--- config.mk ---
export PLATFORM = sky130hd
export DESIGN_NAME = bcd_multi_counter
export DESIGN_NICKNAME = d
export VERILOG_FILES = /design/src/rtl/bcd_multi_counter.sv
export SDC_FILE = /design/constraint.sdc
export NUM_CORES = 1
export LEC_CHECK = 0
export ABC_CLOCK_PERIOD_IN_PS = 1900
export CORE_ASPECT_RATIO = 0.7
export CORE_MARGIN = 2
export CORE_UTILIZATION = 45
export CTS_BUF_LIST = sky130_fd_sc_hd__clkbuf_16
export DETAILED_ROUTE_END_ITERATION = 10
export HOLD_SLACK_MARGIN = 0.06
export PLACE_DENSITY = 0.75
export SLEW_MARGIN = 20
export SYNTH_ARGS = -nofsm -noshare
export SYNTH_HDL_FRONTEND = slang
export SYNTH_SLANG_ARGS = --single-unit
--- constraint.sdc ---
create_clock -name clk -period 1.9 [get_ports clk]
set_clock_uncertainty 0.1 [all_clocks]
set_input_delay 0.19 -clock clk [delete_from_list [all_inputs] [get_ports clk]]
set_output_delay 0.19 -clock clk [all_outputs]
set_load 0.01 [all_outputs]
--- src/rtl/bcd_multi_counter.sv ---
// Purpose: N-digit BCD up/down counter with per-digit 0-9 / 0-5 modulus, wrap or saturate, clear and load.
// Latency: count and wrap_pulse update one clk after the sampled tick/clear/load; flags decode the registered count.
// Backpressure: none; pause masks tick_en, and clear/load always take effect.
module bcd_multi_counter #(
  parameter int                    NUM_DIGITS = 4,
  parameter logic [NUM_DIGITS-1:0] SEXA_MASK  = 4'b0010,
  parameter bit                    WRAP       = 1'b1
) (
  input  logic                    clk,
  input  logic                    rst,
  input  logic                    tick_en,
  input  logic                    up_down,
  input  logic                    pause,
  input  logic                    clear,
  input  logic                    load,
  input  logic [4*NUM_DIGITS-1:0] load_value,
  output logic [4*NUM_DIGITS-1:0] count,
  output logic                    wrap_pulse,
  output logic                    at_max,
  output logic                    at_zero
);

  // Largest legal value of digit i: 5 for the tens-of-seconds style digits, 9 otherwise.
  function automatic logic [3:0] digit_max(input int i);
    return SEXA_MASK[i] ? 4'd5 : 4'd9;
  endfunction

  logic [4*NUM_DIGITS-1:0] inc_val;
  logic [4*NUM_DIGITS-1:0] dec_val;
  logic [4*NUM_DIGITS-1:0] clamp_val;
  logic                    carry_out;
  logic                    borrow_out;
  logic                    all_max;
  logic                    all_zero;
  logic                    carry;
  logic                    borrow;
  logic [3:0]              dig;
  logic [3:0]              ldig;

  // Ripple carry/borrow chains, load clamping and limit decodes, all in one pass over the digits.
  always_comb begin
    inc_val   = count;
    dec_val   = count;
    clamp_val = '0;
    carry     = 1'b1;
    borrow    = 1'b1;
    all_max   = 1'b1;
    all_zero  = 1'b1;
    dig       = '0;
    ldig      = '0;
    for (int i = 0; i < NUM_DIGITS; i++) begin
      dig  = count[4*i +: 4];
      ldig = load_value[4*i +: 4];
      if (carry) begin
        if (dig >= digit_max(i)) begin
          inc_val[4*i +: 4] = 4'd0;
        end else begin
          inc_val[4*i +: 4] = dig + 4'd1;
          carry = 1'b0;
        end
      end
      if (borrow) begin
        if (dig == 4'd0) begin
          dec_val[4*i +: 4] = digit_max(i);
        end else begin
          dec_val[4*i +: 4] = dig - 4'd1;
          borrow = 1'b0;
        end
      end
      clamp_val[4*i +: 4] = (ldig > digit_max(i)) ? digit_max(i) : ldig;
      if (dig != digit_max(i)) all_max = 1'b0;
      if (dig != 4'd0) all_zero = 1'b0;
    end
    // A chain that runs off the top digit means the whole counter crossed its limit.
    carry_out  = carry;
    borrow_out = borrow;
  end

  // Counter register: clear beats load beats an unpaused tick; wrap_pulse marks a rollover edge only.
  always_ff @(posedge clk or posedge rst) begin
    if (rst) begin
      count      <= '0;
      wrap_pulse <= 1'b0;
    end else begin
      wrap_pulse <= 1'b0;
      if (clear) begin
        count <= '0;
      end else if (load) begin
        count <= clamp_val;
      end else if (tick_en && !pause) begin
        if (up_down) begin
          if (!carry_out) begin
            count <= inc_val;
          end else if (WRAP) begin
            count      <= inc_val;
            wrap_pulse <= 1'b1;
          end
        end else begin
          if (!borrow_out) begin
            count <= dec_val;
          end else if (WRAP) begin
            count      <= dec_val;
            wrap_pulse <= 1'b1;
          end
        end
      end
    end
  end

  assign at_max  = all_max;
  assign at_zero = all_zero;

endmodule

==> run metrics <==
outcome=complete, but fails checks; failing checks=setup timing; CTS clk-pin slew, worst paths=roughly 0.06 ns; Clock Path Buffers=2; Final Wtd Congestion=roughly 0.89; gr ovfl total=0; vias in the first global route=between 2000 and 2500; total chip power=between 1.5 and 2 mW; CTS buffer count=3; VDD IR max=~410 uV; initial antenna violation count=0; chip width=82.2 um; busiest layer in global routing=met2; initial DRC count=~190; Fin. Hold Viols=0; total track usage=27.2%; Vias=2214; Gate Count Post-Synth=214; register area share after synthesis=22.1%; GR Util met3=4.14%; met1 Track Usage GR=roughly two fifths; Area after DPL=around 2800 um^2; sequential power share=22.8%; Tmin final=between 2 and 2.5 ns; H-tree levels=1; final WL=approximately 6.7 mm; Synth area leader=dfrtp_1; Worst Slack Setup Final=-0.113 ns; Max Cap Violations=0; post-route cell area=between 3000 and 4000 um^2; Post-synth top cells=dfrtp_1, inv_1, ha_1, nand2b_1, nor2_1; Core Region=between 4000 and 5000 um^2; critical path arrival=~2 ns; Synth cell types=62; area share of the leading cell type in the synthesized netlist=about 22%; max-slew violations=0; Required @ worst endpoint=around 1.9 ns; drt drc=0; Leak=1.35 nW; Psw=roughly 680 uW; 1st-pass router iterations=5; IO Pins=42; Pwr Density=between 600 and 700 nW/um^2; Mapped Nets=approximately 250; Die Ht=~60 um; setup violators final=11; GR Util met2=between 40% and 50%; layout cells sized above 1=between 40 and 50%; area growth from synthesis to layout=62.1%; clk_lat worst skew=around 0.25 ns; most frequent cell after synthesis=dfrtp_1; Wirelength per Cell=approximately 18 um; Clock Root Buffer=clkbuf_16; Critical path origin=count[1]; Via density=roughly 5.9; Port Buffer Count=between 40 and 50; synth top area cells=dfrtp_1, ha_1, nand2b_1, inv_1, o21ai_0; synthesized cell area=1930 um^2; TritonCTS clock tree=built; switching share of power=about a third; Synth Register Bits=17; row cnt=19; crit start category=register; Tightest Hold Check Type=input port to async pin; worst-margin pin slew=0.625 ns; worst-path fanout max=3; average size of a mapped cell=9.00 um^2; Antenna Violating Nets Remaining=0; Max Clk Rate=0.497 GHz; RR Startpoint=count[1]; Sink Count=17; clock group share of total power=between 20% and 30%; Crit Path Class=register to register; die footprint=approximately 4800 um^2; Crit. End Element=register; Detailed Place HPWL=~4.8 mm; Gate power share=54.6%; internal power=1.26 mW; first-pass GRT wire length=roughly 10 mm; # diodes=0; largest net degree at the start of global routing=14; initial core utilization=48.0%; Slew HR=around 57%; Synth warnings=0; Async S/R FF share, synth=100%; period utilization=106%; Post-synth EDFFs=0; most used flip-flop cell after synthesis=dfrtp_1; Final #Nets=361; RSZ-0062 raised after global routing=true
==> metal layers <==
layer	up-vias	wire length (um)	share of wire, %
met3	10	579	8.7
met4	0	84	1.3
li1	1022	-	-
met1	1052	2930	44
met2	130	3060	46
met5	-	0	0
==> per-stage QoR <==
step | hold WS, ns | setup TNS [ns] | worst slack, ns | instances | utilization, %
floorplan | 0.0158 | -0.0405 | -0.0177 | 214 | -
global placement | 0.404 | -0.686 | -0.104 | 358 | 70.8
detailed placement | 0.397 | -0.993 | -0.215 | 358 | 70.8
CTS | 0.133 | -0.540 | -0.103 | 369 | 74.8
global route | 0.159 | -1.59 | -0.158 | 374 | 77.7
finish | 0.115 | -0.844 | -0.113 | 374 | 77.7
==> layout make-up <==
cell class / instances / area [um^2]
flip-flops and latches: 17 / 430
multi-input cells: 169 / 1510
fillers: 282 / 895
clock buffers: 3 / 75.1
clock inverters: 1 / 3.75
well taps: 52 / 65.1
inverters: 16 / 62.6
repair buffers: 116 / 978
==> path summary, 6_finish.rpt <==
check,to,slack [ns],cells past startpoint
setup / recovery,count[9],-0.11,9
hold / removal,count[2],0.11,2
setup reg to reg,count[9],-0.11,9
hold reg to reg,count[15],0.55,1
max in group asynchronous,count[15],1.10,3
min in group clk,count[2],0.51,2
==> registers in the layout (all words and copies together) (netlist names) <==
signal and count:
count 16, wrap_pulse 1
==> power groups by stage <==
| stage | clock network, mW | logic, mW | registers (mW) |
|---|---|---|---|
| after CTS | 0.436 | 0.963 | 0.439 |
| after global routing | 0.459 | 1.13 | 0.444 |
| after floorplan | 0 | 0.463 | 0.476 |
| after global placement | 0 | 0.893 | 0.444 |
| after detailed placement | 0 | 0.910 | 0.445 |
| final | 0.436 | 1.06 | 0.440 |
==> cells by family (layout without fill, tap and decap cells) <==
family / after synthesis / in the layout / synth area share [%]
buf+inv: 28 / 136 / 7.86
compound gates: 72 / 72 / 29.7
xor+xnor: 2 / 2 / 0.909
flops: 17 / 17 / 22.1
fa+ha+maj: 15 / 15 / 9.74
simple gates: 70 / 70 / 23.6
mux: 10 / 10 / 6.04
==> critical path: stages (launching register included) <==
cell and delay (ns):
dfrtp_2 0.38, inv_4 0.05, buf_6 0.12, ha_4 0.15, nand2b_4 0.15, o211ai_1 0.19, buf_4 0.19, o21ai_4 0.07
a21oi_4 0.18, mux2_4 0.32
==> what timing repair did <==
action / CTS / global route
gates resized for setup: 18 / 19
endpoints found under the setup margin: 13 / 16
hold buffers: 0 / 0
setup buffers: 8 / 5
pin swaps: 7 / 9
==> placed cells by master (no fill, tap or decap), types with 4 or more instances in the layout <==
cell and instances:
nor2_1 13, a31oi_1 4, o211ai_1 4, o21ai_0 9
nand2b_4 4, inv_1 12, mux2_4 7, buf_6 4
nand2_1 9, nand2b_1 10, a21oi_1 7, ha_1 9
nor3_1 7, dfrtp_1 13, inv_2 4, a211oi_1 5
ha_4 4, buf_4 71, dfrtp_2 4, clkdlybuf4s50_1 39
(Power assumes the default switching activity.)
